<file path="config.mk">
export PLATFORM = sky130hd
export DESIGN_NAME = draw_img_rom_rd
export DESIGN_NICKNAME = d
export VERILOG_FILES = /design/src/rtl/vga_pkg.sv /design/src/rtl/vga_delay.sv /design/src/rtl/draw_img_rom_rd.sv
export SDC_FILE = /design/constraint.sdc
export NUM_CORES = 1
export LEC_CHECK = 0
export BUFFER_PORTS_ARGS = -buffer_cell sky130_fd_sc_hd__buf_2
export CAP_MARGIN = 20
export CORE_MARGIN = 3
export CORE_UTILIZATION = 47
export DETAILED_ROUTE_END_ITERATION = 10
export PLACE_DENSITY = 0.83
export SYNTH_ARGS = -nofsm -noshare
export SYNTH_HDL_FRONTEND = slang
export SYNTH_SLANG_ARGS = --single-unit
export TNS_END_PERCENT = 50
</file>
<file path="constraint.sdc">
create_clock -name clk -period 2.42 [get_ports clk]
set_input_delay 0.121 -clock clk [delete_from_list [all_inputs] [get_ports clk]]
set_output_delay 0.121 -clock clk [all_outputs]
set_load 0.05 [all_outputs]
</file>
<file path="src/rtl/vga_pkg.sv">
// Shared VGA definitions: timing constants, colour/address widths and the
// timing bundle that travels alongside each pixel through the pipeline.
package vga_pkg;

  localparam int H_TOTAL  = 1056;
  localparam int V_TOTAL  = 628;
  localparam int H_ACTIVE = 800;
  localparam int V_ACTIVE = 600;

  localparam int CNT_W    = 11;
  localparam int RGB_W    = 12;
  localparam int ADDR_X_W = 6;
  localparam int ADDR_Y_W = 6;
  localparam int ADDR_W   = ADDR_X_W + ADDR_Y_W;

  typedef struct packed {
    logic [CNT_W-1:0] hcount;
    logic             hsync;
    logic             hblnk;
    logic [CNT_W-1:0] vcount;
    logic             vsync;
    logic             vblnk;
  } vga_timing_t;

  localparam int TIMING_W = $bits(vga_timing_t);

endpackage

</file>
<file path="src/rtl/vga_delay.sv">
// N-cycle shift register used to keep the timing bundle aligned with the
// pixel data as it moves through the pipeline.
module vga_delay #(
  parameter int N = 1,
  parameter int W = 1
) (
  input  logic         clk,
  input  logic         rst,
  input  logic [W-1:0] din,
  output logic [W-1:0] dout
);

  logic [W-1:0] pipe [N];

  always_ff @(posedge clk or negedge rst) begin
    if (!rst) begin
      for (int i = 0; i < N; i++) pipe[i] <= '0;
    end else begin
      pipe[0] <= din;
      for (int i = 1; i < N; i++) pipe[i] <= pipe[i-1];
    end
  end

  assign dout = pipe[N-1];

endmodule

</file>
<file path="src/rtl/draw_img_rom_rd.sv">
// Overlays a ROM image at a vsync-latched position onto the video stream.
// Define IMG_TRANSPARENT_EN to colour-key KEY_RGB pixels to the background.
module draw_img_rom_rd
  import vga_pkg::*;
#(
  parameter int         IMG_W   = 48,
  parameter int         IMG_H   = 64,
  parameter logic [11:0] KEY_RGB = 12'h000
) (
  input  logic              clk,
  input  logic              rst,
  input  logic [CNT_W-1:0]  hcount_in,
  input  logic              hsync_in,
  input  logic              hblnk_in,
  input  logic [CNT_W-1:0]  vcount_in,
  input  logic              vsync_in,
  input  logic              vblnk_in,
  input  logic [RGB_W-1:0]  rgb_in,
  input  logic [11:0]       xpos,
  input  logic [11:0]       ypos,
  input  logic [RGB_W-1:0]  rgb_pixel,
  output logic [ADDR_W-1:0] pixel_addr,
  output logic [CNT_W-1:0]  hcount_out,
  output logic              hsync_out,
  output logic              hblnk_out,
  output logic [CNT_W-1:0]  vcount_out,
  output logic              vsync_out,
  output logic              vblnk_out,
  output logic [RGB_W-1:0]  rgb_out
);

  vga_timing_t tim_in, tim_d1, tim_d2;
  logic [11:0] xq, yq;
  logic        vsync_prev;
  logic [12:0] h13, v13, xq13, yq13;
  logic        in_win, in_win_d1;
  logic [RGB_W-1:0] rgb_in_d1;

  assign tim_in = {hcount_in, hsync_in, hblnk_in, vcount_in, vsync_in, vblnk_in};

  vga_delay #(.N(1), .W(TIMING_W)) u_dly1 (
    .clk  (clk),
    .rst  (rst),
    .din  (tim_in),
    .dout (tim_d1)
  );

  vga_delay #(.N(1), .W(TIMING_W)) u_dly2 (
    .clk  (clk),
    .rst  (rst),
    .din  (tim_d1),
    .dout (tim_d2)
  );

  assign hcount_out = tim_d2.hcount;
  assign hsync_out  = tim_d2.hsync;
  assign hblnk_out  = tim_d2.hblnk;
  assign vcount_out = tim_d2.vcount;
  assign vsync_out  = tim_d2.vsync;
  assign vblnk_out  = tim_d2.vblnk;

  // Position only moves on a rising vsync so a frame is never torn.
  always_ff @(posedge clk or negedge rst) begin
    if (!rst) begin
      vsync_prev <= 1'b0;
      xq         <= '0;
      yq         <= '0;
    end else begin
      vsync_prev <= vsync_in;
      if (vsync_in && !vsync_prev) begin
        xq <= xpos;
        yq <= ypos;
      end
    end
  end

  assign h13  = {2'b00, hcount_in};
  assign v13  = {2'b00, vcount_in};
  assign xq13 = {1'b0, xq};
  assign yq13 = {1'b0, yq};

  assign in_win = (h13 >= xq13) && (h13 < xq13 + 13'(IMG_W)) &&
                  (v13 >= yq13) && (v13 < yq13 + 13'(IMG_H));

  // Only the low 6 bits of each offset are needed, and those depend only on
  // the low 6 bits of the operands.
  always_ff @(posedge clk or negedge rst) begin
    if (!rst) begin
      pixel_addr <= '0;
      in_win_d1  <= 1'b0;
      rgb_in_d1  <= '0;
    end else begin
      pixel_addr <= in_win ? {vcount_in[5:0] - yq[5:0], hcount_in[5:0] - xq[5:0]}
                           : '0;
      in_win_d1  <= in_win;
      rgb_in_d1  <= rgb_in;
    end
  end

  always_ff @(posedge clk or negedge rst) begin
    if (!rst) begin
      rgb_out <= '0;
    end else if (tim_d1.hblnk || tim_d1.vblnk) begin
      rgb_out <= '0;
    end else if (in_win_d1) begin
`ifdef IMG_TRANSPARENT_EN
      rgb_out <= (rgb_pixel == KEY_RGB) ? rgb_in_d1 : rgb_pixel;
`else
      rgb_out <= rgb_pixel;
`endif
    end else begin
      rgb_out <= rgb_in_d1;
    end
  end

endmodule

</file>
# Yosys cells after proc, flatten, opt, wreduce, memory -nomap -nowiden

Cells that the tools add are included.

Add/sub/neg operators: 4
$mul: 0
Divide/modulo/power cells: 0
$lt $le $gt $ge: 4
Equal/unequal tests: 0
Shift operators: 0
Muxes and demuxes: 3
Bitwise gates (word level): 0
Reduce and logical (&&, ||, !) cells: 6

Operators with widths:

| kind                  | number |
|---|---|
| $mux 12               | 3 |
| $lt 11x13->1          | 2 |
| $ge 11x12->1          | 2 |
| $add 12x6->13 const B | 1 |
| $add 12x7->13 const B | 1 |
| $sub 6x6->6           | 2 |
| $logic_and 1x1->1     | 4 |
| $logic_not 1->1       | 1 |
| $logic_or 1x1->1      | 1 |

Register bits after elaboration: 114
Latch bits: 0
RAM bits: 0
Memory bits (read-only): 0
Output and inout bits: 50
Word-level logic and storage cells: 26
Memories: 0

# Depth between registers and ports, before layout

Gate-level depths: netlist of the first run.

Word-level depth: 6
Mapped depth: 12
Mapped depth without buffers: 11

# Modules after synthesis

From an unflattened synthesis of the first run, not the netlist that was laid out.

Cell total of the unflattened synthesis: 366
Area total of the unflattened synthesis: 4659.5 um2

By module, submodules not included:

| module          | instances | cells an instance | area each (um2) |
|---|---|---|---|
| draw_img_rom_rd | 1         | 314               | 3358.2 |
| vga_delay       | 2         | 26                | 650.6 |

# Least setup slack after synthesis of the first run

No wires, ideal clock.

Path kind: reg2reg
Start: register xq[4]
End: register pixel_addr[3]
Library setup time: 86 ps
Data arrival time: 2370 ps
Required time: 2334 ps
Slack: -36 ps
Stages on the path, launching flop included: 12
Period minus slack after synthesis: 2456 ps
Path through: dfrtp_1 inv_1 ha_1 nor3_1 xnor2_1 ha_1 and4_1 a221o_1 o2111ai_1 nand3_2 buf_2 nor3_1

Cells in the longest elaborated chain, start to end: 6

Ends and longest elaborated chain:

| element                           | RTL line              | text |
|---|---|---|
| start, declared                   | draw_img_rom_rd.sv:33 | `logic [11:0] xq, yq;` |
| start signal, assigned            | draw_img_rom_rd.sv:71 | `xq <= xpos;` |
| $add 12x6->13                     | draw_img_rom_rd.sv:82 | `assign in_win = (h13 >= xq13) && (h13 < xq13 + 13'(IMG_W)) &&` |
| $lt 11x13->1                      | draw_img_rom_rd.sv:82 |  |
| $logic_and 1x1->1 * (2 in series) | draw_img_rom_rd.sv:82 |  |
| $logic_and 1x1->1 *               | draw_img_rom_rd.sv:83 | `(v13 >= yq13) && (v13 < yq13 + 13'(IMG_H));` |
| $mux 12 *                         | draw_img_rom_rd.sv:93 | `pixel_addr <= in_win ? {vcount_in[5:0] - yq[5:0], hcount_in[5:0] - xq[5:0]}` |
| end signal, assigned              | draw_img_rom_rd.sv:93 |  |
| end, declared                     | draw_img_rom_rd.sv:22 | `output logic [ADDR_W-1:0] pixel_addr,` |

Mark *: on every way between the ends. The rest lies on a longest branch, timed or not.
A chain may end at the register's enable or synchronous reset.

# Worst setup path after layout of the first run

Start: register xq[5]
End: register pixel_addr[3]

Same word-level chain as after synthesis.

==> metrics.md, run 1 <==
| Metric | Value |
|---|---|
| TritonCTS clock tree | `done` |
| Arrival time worst endpoint | `2870 ps` |
| Number of DRC violations after detailed-routing iteration 0 | `128` |
| Fill count | `631` |
| Crit Path Category | `flip-flop to flip-flop` |
| Violated checks | `setup timing` |
| Share of final-layout standard cells stronger than drive strength 1 | `34.5%` |
| TNS Setup | `-88.0 ps` |
| Tmin final | `2440 ps` |
| Final Max Tran Viols | `0` |
| Reg-to-Reg Start | `xq[5]$_DFFE_PN0P_` |
| Overall fraction of global-route tracks in use | `23.3%` |
| Pin count of the biggest net entering global routing | `53` |
| Syn_nets | `481` |
| Worst supply voltage drop on vdd | `0.424 mV` |
| Fin util | `75.1%` |
| Result of the run | `finished, violations left` |
| Avg Inst Size Synth | `12.6 um^2` |
| Portion of synthesized cell area occupied by the leading cell type | `61.3%` |
| Last weighted congestion value of the routability-driven placer | `0.868` |
| Place WS | `-200 ps` |
| Die width | `105 um` |
| Critical path required time | `2840 ps` |
| Post-synthesis share of cell area spent on and, or, nand and nor gates | `9.76%` |
| Timing startpoint of the critical path | `xq[5]$_DFFE_PN0P_` |
| Dominant cells by area after synthesis | `dfrtp_1, ha_1, o21ai_0` |
| Die height | `105 um` |
| Number of core rows | `35` |
| Clock latency on the worst-skew pair | `510 ps` |
| Via count of the first global-routing pass | `4,043` |
| Maximum frequency from static timing analysis | `409 MHz` |
| Pre-antenna DRT Iters | `4` |
| Largest fanout of any net on the critical path | `5` |
| Hold Crit Class | `input port to asynchronous set/reset pin` |
| Dominant cell type by area after synthesis | `dfrtp_1` |
| Wire length of the first global-routing pass | `19.8 mm` |
| FF-to-FF path depth | `11` |
| Cell area after synthesis | `4610 um^2` |
| Synthesized-area fraction occupied by adder cells | `10.6%` |
| Synth Area in Compound Gates | `8.41%` |
| Count of input and output buffers | `125` |
| EDFF count, synth | `0` |
| Most frequently used flop master after synthesis | `dfrtp_1` |
| Overall power | `5.82 mW` |
| Antenna cells | `0` |
| Max-cap check violation count | `0` |
| Wirelength, routed | `12.1 mm` |
| Root buffer selected by CTS | `clkbuf_8` |
| GRT Residual Overflow | `0` |
| Post-synthesis to final-layout area growth | `52.6%` |
| Max-Slew Margin vs Limit | `52.5%` |
| H-tree level count | `4` |
| Slew @ Worst Pin | `712 ps` |
| Netlist cell types | `45` |
| Share of flip-flops with an asynchronous set or reset | `100%` |
| Post-synthesis mux area share | `4.04%` |
| Largest family of logic cells by synthesized area | `adder cells` |
| Flop-to-flop setup slack | `-20 ps` |
| Footprint of the multi-input gates | `1750 um^2` |
| GR Layer Usage met1 | `25.9%` |
| RSZ-0062 raised after global routing | `true` |
| Total of endpoints with negative setup slack in the final report | `6` |
| Post-synthesis xor/xnor area fraction | `2.66%` |
| Core ar. | `9370 um^2` |
| Initial antenna violation count | `0` |
| Reg clk slew, reported paths | `60 ps` |
| Total number of nets in the final design | `716` |
| Element type at the critical path start | `flip-flop` |
| Number of hold violations in the final report | `0` |
| Number of flip-flops and latches in the synthesized netlist | `113` |
| HPWL Detailed | `7.81 mm` |
| Average detailed-routed wire length per instance | `16.3 um` |
| Portion of the post-synthesis area used by sequential elements | `61.3%` |
| Final worst slack | `-23.1 ps` |
| Die Outline Area | `11,000 um^2` |
| Drc violations | `0` |
| Category of the worst setup path capture point | `flip-flop` |
| Met3 usage in global routing | `6.98%` |
| Power density relative to cell area | `826 nW/um^2` |
| Leakage dissipation | `3.44 nW` |
| Count of warnings emitted by yosys | `0` |
| Maximum clock insertion buffer count | `2` |
| Largest clock skew in the final design | `10.2 ps` |
| Clock tree sinks | `113` |
| Cells after synthesis | `367` |
| Final worst-path cycle share | `101%` |
| GRT met2 Usage | `41.8%` |
| Total number of vias | `3,619` |
| Post-DR vias/cell | `4.86` |
| Final std cells w/o fill | `744` |
| Destination of the worst register-to-register timing path | `pixel_addr[3]$_DFF_PN0_` |
| Number of buffers inserted during clock tree synthesis | `17` |
| Starting Density | `49.2%` |
| Remaining antenna violation count | `0` |
| GRT busiest layer | `met2` |
| Placed insts | `632` |
| Top Ports | `126` |
| Combined flip-flop and latch cell area | `2830 um^2` |
[Yosys cell counts (3+ instances only)]
cell type	number
o21ai_0	27
nor2b_1	3
clkbuf_1	6
mux2_2	4
dfrtp_1	113
nand4_1	3
ha_1	36
nand2_1	28
mux2i_1	13
nor2_1	22
xor2_1	5
nor3_1	8
inv_1	28
nand3_1	4
a21oi_1	12
xnor2_1	9
a21o_1	6
[worst max-delay path, cell delays in order (launching register included)]
cell       delay, ps
dfrtp_1          380
inv_2             70
ha_4             180
nor3_4           120
xnor2_1          130
ha_1             260
and4_4           160
a221o_1          340
o2111ai_4        250
buf_4            160
nand3_4           80
nor3_1           210
[power by group]
part           internal (mW)  switching (mW)
Clock                   1.68           0.906
Sequential              2.02          0.0667
Combinational          0.500           0.646
[cell families after synthesis]
logic type | count (synthesis)
AOI/OAI and AO/OA | 61
muxes | 18
DFF | 113
buffers and inverters | 37
and+or+nand+nor | 86
adders and majority gates | 38
xor gates and xnor gates | 14
[how the worst max path moves through the flow]
stage,end,depth (start not counted)
after floorplan,pixel_addr[3]$_DFF_PN0_,11
after global placement,pixel_addr[9]$_DFF_PN0_,10
after detailed placement,pixel_addr[4]$_DFF_PN0_,11
after CTS,pixel_addr[9]$_DFF_PN0_,10
after global routing,pixel_addr[5]$_DFF_PN0_,10
final,pixel_addr[3]$_DFF_PN0_,11
[stage by stage]
step	hold slack, ps	cell area (um^2)
global placement	93.8	5530
global route	160	7040
finish	116	7040
floorplan	-175	4620
CTS	101	7010
detailed placement	104	5530
[layout by cell type (no fill, tap or decap), drive strengths merged, types with 2 or more instances in the layout]
cell type    instances
nand3                7
nor3                 9
xnor2                9
buf                149
fa                   2
nor3b                2
o21ai               27
a21oi               12
o21a                 2
o31ai                3
o2111ai              2
xor2                 5
a41oi                2
and4                 2
dfrtp              113
nor2                22
clkinvlp             3
dlygate4sd3         75
bufinv               4
or4                  3
nor2b                3
nand4                3
clkinv               4
a21o                 6
clkbuf              17
nand2b               2
mux2                 5
inv                 32
a211o                2
nand2               28
mux2i               13
a211oi               3
ha                  36
[cell type report]
cell class              count  area share (%)
flip-flops and latches    113            40.2
multi-input cells         218            24.9
repair buffers            224            22.4
clock buffers              17            5.88
clock inverters            15            2.92
well taps                 129            2.29
inverters                  28            1.49
[layer usage]
| metal | share of wire, % | vias up |
|---|---|---|
| li1 | - | 1741 |
| met1 | 41 | 1743 |
| met2 | 52 | 118 |
| met3 | 5.2 | 17 |
| met4 | 1.7 | 0 |
| met5 | 0 | - |
[state kept, by name, indices dropped and copies added (netlist names)]
register and flops:
u_dly1.dout 26, u_dly2.dout 26, pixel_addr 12, rgb_in_d1 12, rgb_out 12, xq 12, yq 12, in_win_d1 1
[what timing repair did]
action | in CTS | in global routing
cloned | 1 | 0
pin swaps | 9 | 10
setup endpoints to repair | 13 | 13
resized for setup | 19 | 7
buffers inserted | 3 | 1
hold endpoints to repair | 160 | 0
hold buffers | 75 | 0
Power figures use the tool's default switching activity.
==> run 2, diff against run 1 <==
- CORE_UTILIZATION: 47 -> 49
- CTS_BUF_LIST: unset -> sky130_fd_sc_hd__clkbuf_8
- PLACE_DENSITY: 0.83 -> 0.85
==> metrics.md, run 2 (same netlist as run 1, synthesis figures left out) <==
| Metric | Value |
|---|---|
| Remaining antenna violation count | `0` |
| Post-synthesis to final-layout area growth | `44.7%` |
| Fin util | `74.7%` |
| Largest clock skew in the final design | `9.78 ps` |
| Crit Path Category | `flip-flop to flip-flop` |
| Number of DRC violations after detailed-routing iteration 0 | `101` |
| Gate family responsible for the most delay along the worst path | `simple AND/OR/NAND/NOR gates` |
| Placed insts | `606` |
| Share of final-layout standard cells stronger than drive strength 1 | `32.5%` |
| Arrival time worst endpoint | `2850 ps` |
| Tmin final | `2530 ps` |
| Leakage dissipation | `3.28 nW` |
| Die height | `103 um` |
| RSZ-0062 raised after global routing | `true` |
| Destination of the worst register-to-register timing path | `pixel_addr[9]$_DFF_PN0_` |
| Count of input and output buffers | `125` |
| Maximum cell stage delay along the critical path | `380 ps` |
| TritonCTS clock tree | `done` |
| Hold Startpoint | `u_dly1.dout[24]$_DFF_PN0_` |
| Cell internal power dissipation | `3.44 mW` |
| Maximum clock insertion buffer count | `2` |
| Worst supply voltage drop on vdd | `0.321 mV` |
| HPWL Detailed | `7.31 mm` |
| Top Ports | `126` |
| Initial antenna violation count | `0` |
| Final Max Tran Viols | `0` |
| Maximum frequency from static timing analysis | `396 MHz` |
| Combined flip-flop and latch cell area | `2830 um^2` |
| Average detailed-routed wire length per instance | `15.5 um` |
| Count of cells along the worst hold path | `0` |
| Category of the worst setup path capture point | `flip-flop` |
| Most common cell after layout, fill and taps aside | `buf_2` |
| Number of hold violations in the final report | `0` |
| Slew @ Worst Pin | `857 ps` |
| GRT Residual Overflow | `0` |
| Antenna cells | `0` |
| Proportion of total power due to net switching | `30.0%` |
| Final worst-path cycle share | `104%` |
| Flop pwr share | `42.2%` |
| Reg clk slew, reported paths | `80 ps` |
| Pin count of the biggest net entering global routing | `69` |
| Pre-antenna DRT Iters | `4` |
| Drc violations | `0` |
| Violated checks | `setup timing` |
| Crit path cell chain | `inv_2 > ha_4 > nor3_2 > xnor2_1 > ha_1 > and4_1 > a221o_1 > o2111ai_2 > nand3_2 > buf_12 > nor4bb_4` |
| Overall fraction of global-route tracks in use | `21.7%` |
| Logic gate share of total power | `22.0%` |
| Total of endpoints with negative setup slack in the final report | `6` |
| H-tree level count | `4` |
| Core ar. | `8930 um^2` |
| Max-cap check violation count | `0` |
| Max-Slew Margin vs Limit | `42.9%` |
| Final worst slack | `-106 ps` |
| Number of core rows | `34` |
| Total number of vias | `3,563` |
| Worst hold slack | `341 ps` |
| Post-DR vias/cell | `4.99` |
| Net switching power of the design | `1.47 mW` |
| Total number of nets in the final design | `707` |
| Relative contribution of the clock network to total power | `35.8%` |
| Wirelength, routed | `11.1 mm` |
| Flop-to-flop setup slack | `-110 ps` |
| Final std cells w/o fill | `714` |
| Starting Density | `51.6%` |
| Footprint of the multi-input gates | `1680 um^2` |
| Element type at the critical path start | `flip-flop` |
| Critical path required time | `2740 ps` |
| Largest fanout of any net on the critical path | `13` |
| Root buffer selected by CTS | `clkbuf_8` |
| Result of the run | `finished, violations left` |
| Last weighted congestion value of the routability-driven placer | `0.838` |
| Fill count | `586` |
| Die width | `103 um` |
| Power density relative to cell area | `735 nW/um^2` |
| Hold endpoint | `u_dly2.dout[24]$_DFF_PN0_` |
| Slowest cell on the critical path | `dfrtp_1` |
| Number of buffers inserted during clock tree synthesis | `17` |
| Die Outline Area | `10,600 um^2` |
| Reg-to-Reg Start | `xq[4]$_DFFE_PN0P_` |
| Via count of the first global-routing pass | `3,826` |
| Most frequent cells in the layout | `buf_2, dfrtp_1, dlygate4sd3_1` |
| Number of buffer and inverter instances along the worst setup path | `2` |
| Wire length of the first global-routing pass | `17.6 mm` |
| Clock tree sinks | `113` |
| Hold Crit Class | `flip-flop to flip-flop` |
| Clock latency on the worst-skew pair | `410 ps` |
| FF-to-FF path depth | `11` |
## run 2: power groups by stage
stage | clock, mW | sequential [mW] | combinational, mW
after CTS | 1.79 | 2.07 | 1.07
after global placement | 0 | 2.10 | 0.911
after detailed placement | 0 | 2.11 | 0.939
final | 1.76 | 2.07 | 1.08
after global routing | 1.88 | 2.09 | 1.19
after floorplan | 0 | 2.24 | 0.467
## run 2: layer usage
metal | vias to the layer above | wire length [um] | global-route usage [%]
li1 | 1717 | - | -
met2 | 119 | 5620 | 38.1
met1 | 1713 | 4600 | 25.2
met4 | 0 | 164 | 7.87
met3 | 14 | 671 | 6.36
met5 | - | 0 | 0
## run 2: final cells by class
type                    instances  area share, %
inverters                      28           1.57
repair buffers                216           22.8
well taps                     108           2.02
clock inverters                14           2.34
clock buffers                  18           3.71
flip-flops and latches        113           42.4
multi-input cells             217           25.2
## run 2: worst register-to-register path: stages (launching register included)
cell and delay, ps:
dfrtp_1 380, inv_2 70, ha_4 170, nor3_2 120, xnor2_1 150, ha_1 280
and4_1 180, a221o_1 320, o2111ai_2 220, nand3_2 110, buf_12 160, nor4bb_4 270
## run 2: metrics by stage
stage,setup TNS [ps],setup WS [ps],power (mW),instance area [um^2]
finish,-287,-106,4.91,6680
global route,-1770,-224,5.15,6680
CTS,-249,-98.1,4.93,6670
detailed placement,-702,-147,3.05,5480
global placement,-69.1,-69.1,3.01,5480
floorplan,0,12.4,2.71,4620
## run 2: repair_timing
action / in CTS / in global routing
pin swaps: 6 / 5
hold buffers: 75 / 0
resized for setup: 7 / 3
endpoints found under the setup margin: 13 / 13
buffers inserted: 1 / 0
hold endpoints to repair: 140 / 0
## run 2: how the worst max path moves through the flow
stage,start,endpoint,slack [ps],depth (start not counted)
6_report,xq[4]$_DFFE_PN0P_,pixel_addr[9]$_DFF_PN0_,-110,11
5_1_grt,xq[4]$_DFFE_PN0P_,pixel_addr[9]$_DFF_PN0_,-220,11
4_1_cts,xq[5]$_DFFE_PN0P_,pixel_addr[9]$_DFF_PN0_,-100,11
3_5_place_dp,yq[6]$_DFFE_PN0P_,pixel_addr[9]$_DFF_PN0_,-150,9
3_3_place_gp,yq[6]$_DFFE_PN0P_,pixel_addr[9]$_DFF_PN0_,-70,9
2_1_floorplan,xq[4]$_DFFE_PN0P_,pixel_addr[3]$_DFF_PN0_,10,11
